[config.mk]
export PLATFORM = sky130hd
export DESIGN_NAME = hazard_ctrl_flat
export DESIGN_NICKNAME = d
export VERILOG_FILES = /design/src/rtl/hazard_ctrl_pkg.sv /design/src/rtl/hazard_ctrl_if.sv /design/src/rtl/hz_scoreboard.sv /design/src/rtl/hazard_ctrl.sv /design/src/flat_wrapper.sv
export SDC_FILE = /design/constraint.sdc
export NUM_CORES = 1
export LEC_CHECK = 0
export ABC_AREA = 0
export CAP_MARGIN = 20
export CORE_ASPECT_RATIO = 1.2
export CORE_MARGIN = 2
export CORE_UTILIZATION = 50
export DETAILED_ROUTE_END_ITERATION = 10
export PLACE_DENSITY_LB_ADDON = 0.15
export SLEW_MARGIN = 20
export SYNTH_ARGS = -nofsm -noshare
export SYNTH_HDL_FRONTEND = slang
export SYNTH_HIERARCHICAL = 1
export SYNTH_SLANG_ARGS = --single-unit
[constraint.sdc]
create_clock -name clk -period 6.6 [get_ports clk]
set_clock_uncertainty 0.1 [all_clocks]
set_input_delay 0.99 -clock clk [delete_from_list [all_inputs] [get_ports clk]]
set_output_delay 0.99 -clock clk [all_outputs]
set_load 0.02 [all_outputs]
[src/rtl/hazard_ctrl_pkg.sv]
// Shared types for the pipeline hazard controller: FSM state, scoreboard slot and
// the fixed control-transfer latency (cycles a ctrl instr spends in EX and MEM).
package hazard_ctrl_pkg;

    localparam int HZ_RFADDR   = 5;
    localparam int HZ_CTRL_LAT = 2;

    typedef enum logic {HZ_RUN, HZ_CTRL_WAIT} hz_state_t;

    typedef struct packed {
        logic                 valid;
        logic                 wr_en;
        logic [HZ_RFADDR-1:0] rd;
    } hz_slot_t;

    function automatic logic slot_hit(hz_slot_t s, logic [HZ_RFADDR-1:0] r);
        return s.valid & s.wr_en & (s.rd == r);
    endfunction

endpackage

[src/rtl/hazard_ctrl_if.sv]
// Decode-side handshake between the datapath (master) and the hazard controller (slave).
interface hazard_ctrl_if #(
    parameter int RFADDR = 5,
    parameter int CNT_W  = 32
);
    logic              id_valid;
    logic [RFADDR-1:0] id_rs1;
    logic [RFADDR-1:0] id_rs2;
    logic              id_use_rs1;
    logic              id_use_rs2;
    logic [RFADDR-1:0] id_rd;
    logic              id_rf_wr_en;
    logic              id_ctrl;
    logic              wb_redirect;

    logic              pc_en;
    logic              ifid_en;
    logic              ifid_kill;
    logic              idex_bubble;
    logic              busy;
    logic [CNT_W-1:0]  stall_cnt;
    logic [CNT_W-1:0]  flush_cnt;

    modport master (
        output id_valid, id_rs1, id_rs2, id_use_rs1, id_use_rs2, id_rd,
               id_rf_wr_en, id_ctrl, wb_redirect,
        input  pc_en, ifid_en, ifid_kill, idex_bubble, busy, stall_cnt, flush_cnt
    );

    modport slave (
        input  id_valid, id_rs1, id_rs2, id_use_rs1, id_use_rs2, id_rd,
               id_rf_wr_en, id_ctrl, wb_redirect,
        output pc_en, ifid_en, ifid_kill, idex_bubble, busy, stall_cnt, flush_cnt
    );
endinterface

[src/rtl/hz_scoreboard.sv]
// Three-slot shadow of the EX/MEM/WB destination registers; shifts every cycle and
// reports whether either decode source matches a pending write.
module hz_scoreboard
    import hazard_ctrl_pkg::*;
(
    input  logic                 clk,
    input  logic                 reset_n,
    input  hz_slot_t             push,
    input  logic [HZ_RFADDR-1:0] rs1,
    input  logic [HZ_RFADDR-1:0] rs2,
    output logic                 hit1,
    output logic                 hit2
);
    // slots[0]=EX, slots[1]=MEM, slots[2]=WB
    hz_slot_t [2:0] slots;

    always_ff @(posedge clk or negedge reset_n) begin
        if (!reset_n) slots <= '0;
        else          slots <= {slots[1:0], push};
    end

    // WB is included: the regfile write lands at the end of WB, so no same-cycle bypass.
    always_comb begin
        hit1 = 1'b0;
        hit2 = 1'b0;
        for (int i = 0; i < 3; i++) begin
            hit1 = hit1 | slot_hit(slots[i], rs1);
            hit2 = hit2 | slot_hit(slots[i], rs2);
        end
    end
endmodule

[src/rtl/hazard_ctrl.sv]
// Stall/flush controller for the IF->ID->EX->MEM->WB pipeline: RAW interlock against
// the EX/MEM/WB scoreboard and a fetch hold while a control transfer travels to WB.
module hazard_ctrl
    import hazard_ctrl_pkg::*;
#(
    parameter int RFADDR = 5,
    parameter int CNT_W  = 32
) (
    input logic          clk,
    input logic          reset_n,
    hazard_ctrl_if.slave hz
);
    if (RFADDR != HZ_RFADDR) begin : g_bad_rfaddr
        $error("hazard_ctrl: RFADDR must match HZ_RFADDR");
    end

    hz_state_t        state;
    logic [1:0]       cnt;
    logic [CNT_W-1:0] stall_q;
    logic [CNT_W-1:0] flush_q;

    logic     hit1, hit2;
    logic     hazard, issue_ctrl, wb_slot, redirect;
    hz_slot_t push;

    assign push = '{valid: hz.id_valid & ~hz.idex_bubble,
                    wr_en: hz.id_rf_wr_en,
                    rd:    hz.id_rd};

    hz_scoreboard u_sb (
        .clk     (clk),
        .reset_n (reset_n),
        .push    (push),
        .rs1     (hz.id_rs1),
        .rs2     (hz.id_rs2),
        .hit1    (hit1),
        .hit2    (hit2)
    );

    // x0 is hardwired, so a pending write to it never blocks a reader.
    assign hazard = hz.id_valid &
                    ((hz.id_use_rs1 & (hz.id_rs1 != '0) & hit1) |
                     (hz.id_use_rs2 & (hz.id_rs2 != '0) & hit2));

    assign issue_ctrl = (state == HZ_RUN) & hz.id_valid & hz.id_ctrl & ~hazard;
    assign wb_slot    = (state == HZ_CTRL_WAIT) & (cnt == 2'd0);
    assign redirect   = wb_slot & hz.wb_redirect;

    always_comb begin
        hz.pc_en       = 1'b1;
        hz.ifid_en     = 1'b1;
        hz.ifid_kill   = 1'b0;
        hz.idex_bubble = 1'b0;
        if (issue_ctrl || (state == HZ_CTRL_WAIT && cnt != 2'd0)) begin
            hz.pc_en     = 1'b0;
            hz.ifid_kill = 1'b1;
        end
        if (redirect) hz.ifid_kill = 1'b1;
        if (hazard) begin
            hz.pc_en       = 1'b0;
            hz.ifid_en     = 1'b0;
            hz.idex_bubble = 1'b1;
        end
    end

    assign hz.busy      = hazard | (state == HZ_CTRL_WAIT) | issue_ctrl;
    assign hz.stall_cnt = stall_q;
    assign hz.flush_cnt = flush_q;

    always_ff @(posedge clk or negedge reset_n) begin
        if (!reset_n) begin
            state <= HZ_RUN;
            cnt   <= 2'd0;
        end else begin
            case (state)
                HZ_RUN: if (issue_ctrl) begin
                    state <= HZ_CTRL_WAIT;
                    cnt   <= 2'(HZ_CTRL_LAT);
                end
                HZ_CTRL_WAIT: begin
                    if (cnt != 2'd0) cnt   <= cnt - 2'd1;
                    else             state <= HZ_RUN;
                end
                default: state <= HZ_RUN;
            endcase
        end
    end

    always_ff @(posedge clk or negedge reset_n) begin
        if (!reset_n) begin
            stall_q <= '0;
            flush_q <= '0;
        end else begin
            if (hazard   && stall_q != '1) stall_q <= stall_q + 1'b1;
            if (redirect && flush_q != '1) flush_q <= flush_q + 1'b1;
        end
    end
endmodule
[src/flat_wrapper.sv]
// flat-port wrapper written by rule: the top's interface ports become plain ports
module hazard_ctrl_flat import hazard_ctrl_pkg::*;
#(
    parameter int RFADDR = 5,
    parameter int CNT_W  = 32
)
  (clk, reset_n, hz_id_valid, hz_id_rs1, hz_id_rs2, hz_id_use_rs1, hz_id_use_rs2, hz_id_rd, hz_id_rf_wr_en, hz_id_ctrl, hz_wb_redirect, hz_pc_en, hz_ifid_en, hz_ifid_kill, hz_idex_bubble, hz_busy, hz_stall_cnt, hz_flush_cnt);
  hazard_ctrl_if #(.RFADDR(RFADDR), .CNT_W(CNT_W)) hz_i ();
  input logic clk;
  input logic reset_n;
  input wire logic [$bits(hz_i.id_valid)-1:0] hz_id_valid;
  input wire logic [$bits(hz_i.id_rs1)-1:0] hz_id_rs1;
  input wire logic [$bits(hz_i.id_rs2)-1:0] hz_id_rs2;
  input wire logic [$bits(hz_i.id_use_rs1)-1:0] hz_id_use_rs1;
  input wire logic [$bits(hz_i.id_use_rs2)-1:0] hz_id_use_rs2;
  input wire logic [$bits(hz_i.id_rd)-1:0] hz_id_rd;
  input wire logic [$bits(hz_i.id_rf_wr_en)-1:0] hz_id_rf_wr_en;
  input wire logic [$bits(hz_i.id_ctrl)-1:0] hz_id_ctrl;
  input wire logic [$bits(hz_i.wb_redirect)-1:0] hz_wb_redirect;
  output wire logic [$bits(hz_i.pc_en)-1:0] hz_pc_en;
  output wire logic [$bits(hz_i.ifid_en)-1:0] hz_ifid_en;
  output wire logic [$bits(hz_i.ifid_kill)-1:0] hz_ifid_kill;
  output wire logic [$bits(hz_i.idex_bubble)-1:0] hz_idex_bubble;
  output wire logic [$bits(hz_i.busy)-1:0] hz_busy;
  output wire logic [$bits(hz_i.stall_cnt)-1:0] hz_stall_cnt;
  output wire logic [$bits(hz_i.flush_cnt)-1:0] hz_flush_cnt;
  assign hz_i.id_valid = hz_id_valid;
  assign hz_i.id_rs1 = hz_id_rs1;
  assign hz_i.id_rs2 = hz_id_rs2;
  assign hz_i.id_use_rs1 = hz_id_use_rs1;
  assign hz_i.id_use_rs2 = hz_id_use_rs2;
  assign hz_i.id_rd = hz_id_rd;
  assign hz_i.id_rf_wr_en = hz_id_rf_wr_en;
  assign hz_i.id_ctrl = hz_id_ctrl;
  assign hz_i.wb_redirect = hz_wb_redirect;
  assign hz_pc_en = hz_i.pc_en;
  assign hz_ifid_en = hz_i.ifid_en;
  assign hz_ifid_kill = hz_i.ifid_kill;
  assign hz_idex_bubble = hz_i.idex_bubble;
  assign hz_busy = hz_i.busy;
  assign hz_stall_cnt = hz_i.stall_cnt;
  assign hz_flush_cnt = hz_i.flush_cnt;
  hazard_ctrl #(.RFADDR(RFADDR), .CNT_W(CNT_W)) u_core (.clk(clk), .reset_n(reset_n), .hz(hz_i));
endmodule
# After elaboration in Yosys (flattened, before gate mapping)
# Cells that the tools add are included.
[op_classes] addsub=3 n_eq_ne=10 mux=12 n_bitwise=30 reduce_logical=9
[ops] op="adder 32 x 1 -> 32 bit (second input constant)" n=2
[ops] op="!= test 32 bit (second input constant)" n=2
[ops] op="== test 5 bit" n=6
[ops] op="AND 1 bit" n=20
[ops] op="nonzero test 5 bit" n=2
[ops] op="2-to-1 mux 1 bit" n=8
[ops] op="bitwise OR 1 bit" n=7
[ops] op="2-to-1 mux 2 bit" n=2
[ops] op="case mux 2 bit (2 select lines)" n=1
[ops] op="logical AND 1 bit" n=3
[ops] op="NOT 1 bit" n=3
[ops] op="zero test 2 bit" n=1
[ops] op="!= test 2 x 1 -> 1 bit (second input constant)" n=1
[ops] op="!= test 2 bit (second input constant)" n=1
[ops] op="case mux 1 bit (2 select lines)" n=1
[ops] op="AND reduction 2 bit" n=1
[ops] op="nonzero test 2 bit" n=1
[ops] op="subtractor 2 x 1 -> 2 bit (second input constant)" n=1
[ops] op="logical OR 1 bit" n=1
[word_totals] regBits=88 input_bits=23 out_inout_bits=69

# Longest topological paths before layout
[logic_depth] ltp_word=12 depth_mapped=10

# Hierarchy
# Netlist, hierarchy kept.
[modules_own_cells] mod="hazard_ctrl" instances=1 cells_per_inst=329 area_per_inst_um2=3447.1 seq_area_each_um2=1676.6
[modules_own_cells] mod="hz_scoreboard" instances=1 cells_per_inst=65 area_per_inst_um2=873.3 seq_area_each_um2=525.5

# Worst setup path before layout
# OpenSTA, ideal clock, no wires.
[synth_path] path_type="in2out" start="input port hz_id_rs1[3]" end="output port hz_pc_en" arrival_ns=2.588 t_required_ns=5.510 path_slack_ns=2.922 stages=9 path_buffers=1 path_cell_list="xor2_1 -> nor4_1 -> nand4_1 -> nand3_1 -> and3_1 -> o31ai_2 -> nand2_1 -> clkbuf_1 -> nor2_1"
[synth_via] elab_chain_cells=12 word_cells_on_any_way=18
[synth_lines] item="start: declaration" line_no="flat_wrapper.sv:12" rtl="input wire logic [$bits(hz_i.id_rs1)-1:0] hz_id_rs1;"
[synth_lines] item="== test 5 bit" line_no="hazard_ctrl_pkg.sv:17" rtl="return s.valid & s.wr_en & (s.rd == r);"
[synth_lines] item="AND 1 bit" line_no="hazard_ctrl_pkg.sv:17"
[synth_lines] item="bitwise OR 1 bit" line_no="hz_scoreboard.sv:27" rtl="hit1 = hit1 | slot_hit(slots[i], rs1);"
[synth_lines] item="bitwise OR 1 bit (*)" line_no="hz_scoreboard.sv:27"
[synth_lines] item="via u_core.hit1" line_no="hazard_ctrl.sv:22" rtl="logic hit1, hit2;"
[synth_lines] item="AND 1 bit (*)" line_no="hazard_ctrl.sv:42" rtl="((hz.id_use_rs1 & (hz.id_rs1 != '0) & hit1) |"
[synth_lines] item="bitwise OR 1 bit (*)" line_no="hazard_ctrl.sv:42"
[synth_lines] item="AND 1 bit (*)" line_no="hazard_ctrl.sv:41" rtl="assign hazard = hz.id_valid &"
[synth_lines] item="NOT 1 bit" line_no="hazard_ctrl.sv:45" rtl="assign issue_ctrl = (state == HZ_RUN) & hz.id_valid & hz.id_ctrl & ~hazard;"
[synth_lines] item="AND 1 bit" line_no="hazard_ctrl.sv:45"
[synth_lines] item="logical OR 1 bit" line_no="hazard_ctrl.sv:54" rtl="if (issue_ctrl || (state == HZ_CTRL_WAIT && cnt != 2'd0)) begin"
[synth_lines] item="2-to-1 mux 1 bit" line_no="hazard_ctrl.sv:54"
[synth_lines] item="2-to-1 mux 1 bit (*)" line_no="hazard_ctrl.sv:59" rtl="if (hazard) begin"
[synth_lines] item="end: declaration" line_no="flat_wrapper.sv:20" rtl="output wire logic [$bits(hz_i.pc_en)-1:0] hz_pc_en;"
# Mark *: on every way through the listed nets, which the timed path passes. The rest lies on a longest branch.

# Worst setup path after layout
[layout_path] start="input port hz_id_rs1[4]" end="output port hz_idex_bubble"
[layout_via] elab_chain_cells=8 word_cells_on_any_way=14
[layout_lines] item="== test 5 bit" line_no="hazard_ctrl_pkg.sv:17"
[layout_lines] item="AND 1 bit" line_no="hazard_ctrl_pkg.sv:17"
[layout_lines] item="bitwise OR 1 bit" line_no="hz_scoreboard.sv:27"
[layout_lines] item="bitwise OR 1 bit (*)" line_no="hz_scoreboard.sv:27"
[layout_lines] item="via u_core.hit1" line_no="hazard_ctrl.sv:22"
[layout_lines] item="AND 1 bit (*)" line_no="hazard_ctrl.sv:42"
[layout_lines] item="bitwise OR 1 bit (*)" line_no="hazard_ctrl.sv:42"
[layout_lines] item="AND 1 bit (*)" line_no="hazard_ctrl.sv:41"
[layout_lines] item="2-to-1 mux 1 bit (*)" line_no="hazard_ctrl.sv:59"
[layout_lines] item="end: declaration" line_no="flat_wrapper.sv:23" rtl="output wire logic [$bits(hz_i.idex_bubble)-1:0] hz_idex_bubble;"
# Marks and branches as above.

==> results.toml <==
[run_status]
status = "complete, no violations"

[route]
routed_wl_mm = 9.52
wl_per_cell_um = 15.6
firstDrtPassIters = 4
drc_errors = 0
viasPerCell = 5.50
final_antenna_net_count = 0
drt_iter0_markers = 201
vias = 3366

[timing]
worst_slew_pin_slew_ns = 0.842
timing.fmax_ghz = 0.212
relSlewSlack = 0.437
min_period_over_period = 0.716
setup_viol = 0
slew_viol_final = 0
rsz0062_at_grt = "false"
fin_tns_setup_ns = 0
final-hold-violation-count = 0
worst_slack_ns = 1.87
post-route-min-period_ns = 4.73

[synth]
synthFlopType = "dfrtp_1"
seq_area_frac_synth = 0.510
synthArstFlopShare = 1.00
synth_warnings = 6
syn_area_per_cell_um2 = 11.0
synthesis.area_um2 = 4320
synth_fa_ha_area_frac = 0.00869
synth_top_family_by_area = "simple AND/OR/NAND/NOR gates"
synthMuxAreaShare = 0.0185
synth-seq-cells = 88
synth_xor_area_frac = 0.178
synth_edf_count = 0
synth_nets = 420
synth-compound-area-share = 0.0261
synthSimpleGateAreaFrac = 0.245
synthCells = 394
ys_types = 42

[final_layout]
multi_input_area_um2 = 2060
diodes = 0
seq_area_um2 = 2200
layout-drive-gt1-share = 0.0667
fin_area_um2 = 5540
nNetsFinal = 516
syn_to_final_growth_pct = 28.2
final.fill_count = 700

[floorplanning]
start_util = 0.510
dieHeight_um = 106
dieArea_um2 = 9400
ios = 92
core_um2 = 8470
die_w_um = 88.9
row_count = 37

[global_route]
first_global_vias = 3292
grt_pass1_wl_mm = 15.7
grt_overflow_total = 0
grt.total_usage = 0.211
grt_max_degree = 89
antenna_found_initial = 0

[place]
dp_slack_ns = 1.87
gp_congestion = 0.850
dpl.hpwl_mm = 6.70
io_buffers = 91
placed_cell_area_um2 = 5340

[clocking]
hold_buffers = 0
cts_root_buf = "clkbuf_8"
clk_latency_ns = 0.35
cts_made_buffers = 9
cts_buffer_depth = 2
cts_resized = 0
cts_sinks = 88
clk_pin_slew_worst_paths_ns = 0.08
cts_tree = "yes"
htree_levels = 3
cts_setup_buffers = 0

[power]
power_density_nw_per_um2 = 213
p_leak_nw = 2.23
vdd_ir_drop_max_uv = 126

[setup_path]
rrSetupSlack_ns = 3.86
crit_path_top_delay_cell = "clkdlybuf4s50_1"
cp_data_arrival_time_ns = 3.64
slowest_delay_ns = 0.68
crit_fanout = 13
crit_required_ns = 5.51
cpMostUsedCell = "clkdlybuf4s50_1"
critical_path_class = "primary input to output pin"
ff2ff_path_depth = 9
crit_path_cell_trace = "clkdlybuf4s50_1, xor2_1, nor4_1, nand4_1, nand3_1, and3_1, o31ai_2, nand2_1, clkdlybuf4s50_1"
cp-end-kind = "output pin"
cp-start-kind = "primary input"

[flow_run]
drv_cap = 0

[hold_path]
holdCritPathClass = "flop to flop"
whs_path_depth = 0
worst max-delay path, delay by kind of cell:
kind                      cells  cell delay [ns]
and+or+nand+nor               5             1.09
AOI/OAI and AO/OA             1             0.12
buffers and inverters         2             1.22
xor gates and xnor gates      1             0.22
area by class of cell:
cell class / instances / area share
clock buffer: 12 / 0.0298
clock inverter: 4 / 0.00497
inverter: 7 / 0.00474
multi-input combinational: 293 / 0.372
sequential: 88 / 0.398
tap: 117 / 0.0264
timing repair buffer: 91 / 0.165
state kept, by name (all words and copies together), names as in the netlist:
| name | cells |
|---|---|
| u_core/hz.flush_cnt | 32 |
| u_core/cnt | 2 |
| u_core/hz.stall_cnt | 32 |
| u_core/state | 1 |
| u_core/u_sb/slots | 21 |
cell usage in the layout (no fill, tap or decap), drive strengths merged, types with 5 or more instances in the layout:
cell type and instances:
clkdlybuf4s50 90, dfrtp 88, xnor2 63, nand3 40, nand4 39, nand2 30, xor2 25, and3 20
nor4 14, clkbuf 12, nor2 9, nor3 8, inv 7, and4 6, mux2 5
synth_stat cells, types with 2 or more instances:
cell      instances  area share
o311a_1           2      0.0046
and3_2            2      0.0035
mux2_2            2      0.0052
and4_1            6       0.012
inv_1             7      0.0061
clkbuf_1          5      0.0043
a21oi_1           2      0.0023
dfrtp_1          88        0.51
nand2_1          29       0.025
xor2_1           25       0.051
mux2i_1           2      0.0046
or3_1             3      0.0043
nand2b_1          4      0.0058
nor2_1            9      0.0078
xnor2_1          63        0.13
mux2_1            2      0.0052
nand3_1          38       0.044
nor4_1           12       0.017
o31ai_2           2      0.0058
ha_1              3      0.0087
nand3_2           2      0.0046
nor3_1            8      0.0093
and3_1           18       0.026
nand4_1          39       0.056
and2_1            2      0.0029
nand4b_1          3      0.0061
metrics by stage:
step | hold slack [ns] | utilization | power (mW) | instances
detailed placement | 0.285 | 0.631 | 0.837 | 596
global route | 0.326 | 0.654 | 1.24 | 612
CTS | 0.304 | 0.653 | 1.19 | 612
finish | 0.305 | 0.654 | 1.18 | 612
floorplan | 0.273 | - | 0.730 | 394
global placement | 0.292 | 0.631 | 0.833 | 596
report_power, final:
part / switching (mW) / internal, mW
clock: 0.186 / 0.167
sequential: 0.0391 / 0.571
combinational: 0.110 / 0.105
total: 0.335 / 0.843
per-layer routing:
metal | part of all wire | global-route usage | up-vias | wire length (µm)
met3 | 0.055 | 0.0360 | 11 | 522
met1 | 0.45 | 0.287 | 1643 | 4260
met4 | 0.015 | 0.0844 | 0 | 143
met2 | 0.48 | 0.334 | 104 | 4590
li1 | - | - | 1608 | -
met5 | 0 | 0 | - | 0
path summary, 6_finish.rpt:
check | start | to
worst min register to register | u_core/u_sb/slots[12] | u_core/u_sb/slots[19]
min in group asynchronous | reset_n | u_core/u_sb/slots[14]
worst min-delay path | u_core/u_sb/slots[12] | u_core/u_sb/slots[19]
worst max-delay path | hz_id_rs1[4] | hz_idex_bubble
max in group asynchronous | reset_n | u_core/hz.stall_cnt[8]
worst max register to register | u_core/u_sb/slots[10] | u_core/hz.stall_cnt[12]
kinds of logic (layout without fill, tap and decap cells):
logic type / count (synthesis) / in the layout
flip-flops: 88 / 88
adder cells (fa/ha/maj): 3 / 3
AND/OR/NAND/NOR: 183 / 183
buffers and inverters: 13 / 114
multiplexers: 7 / 7
AO/OA/AOI/OAI: 12 / 12
XOR/XNOR: 88 / 88
No activity file was read; power rests on OpenSTA's default activity.
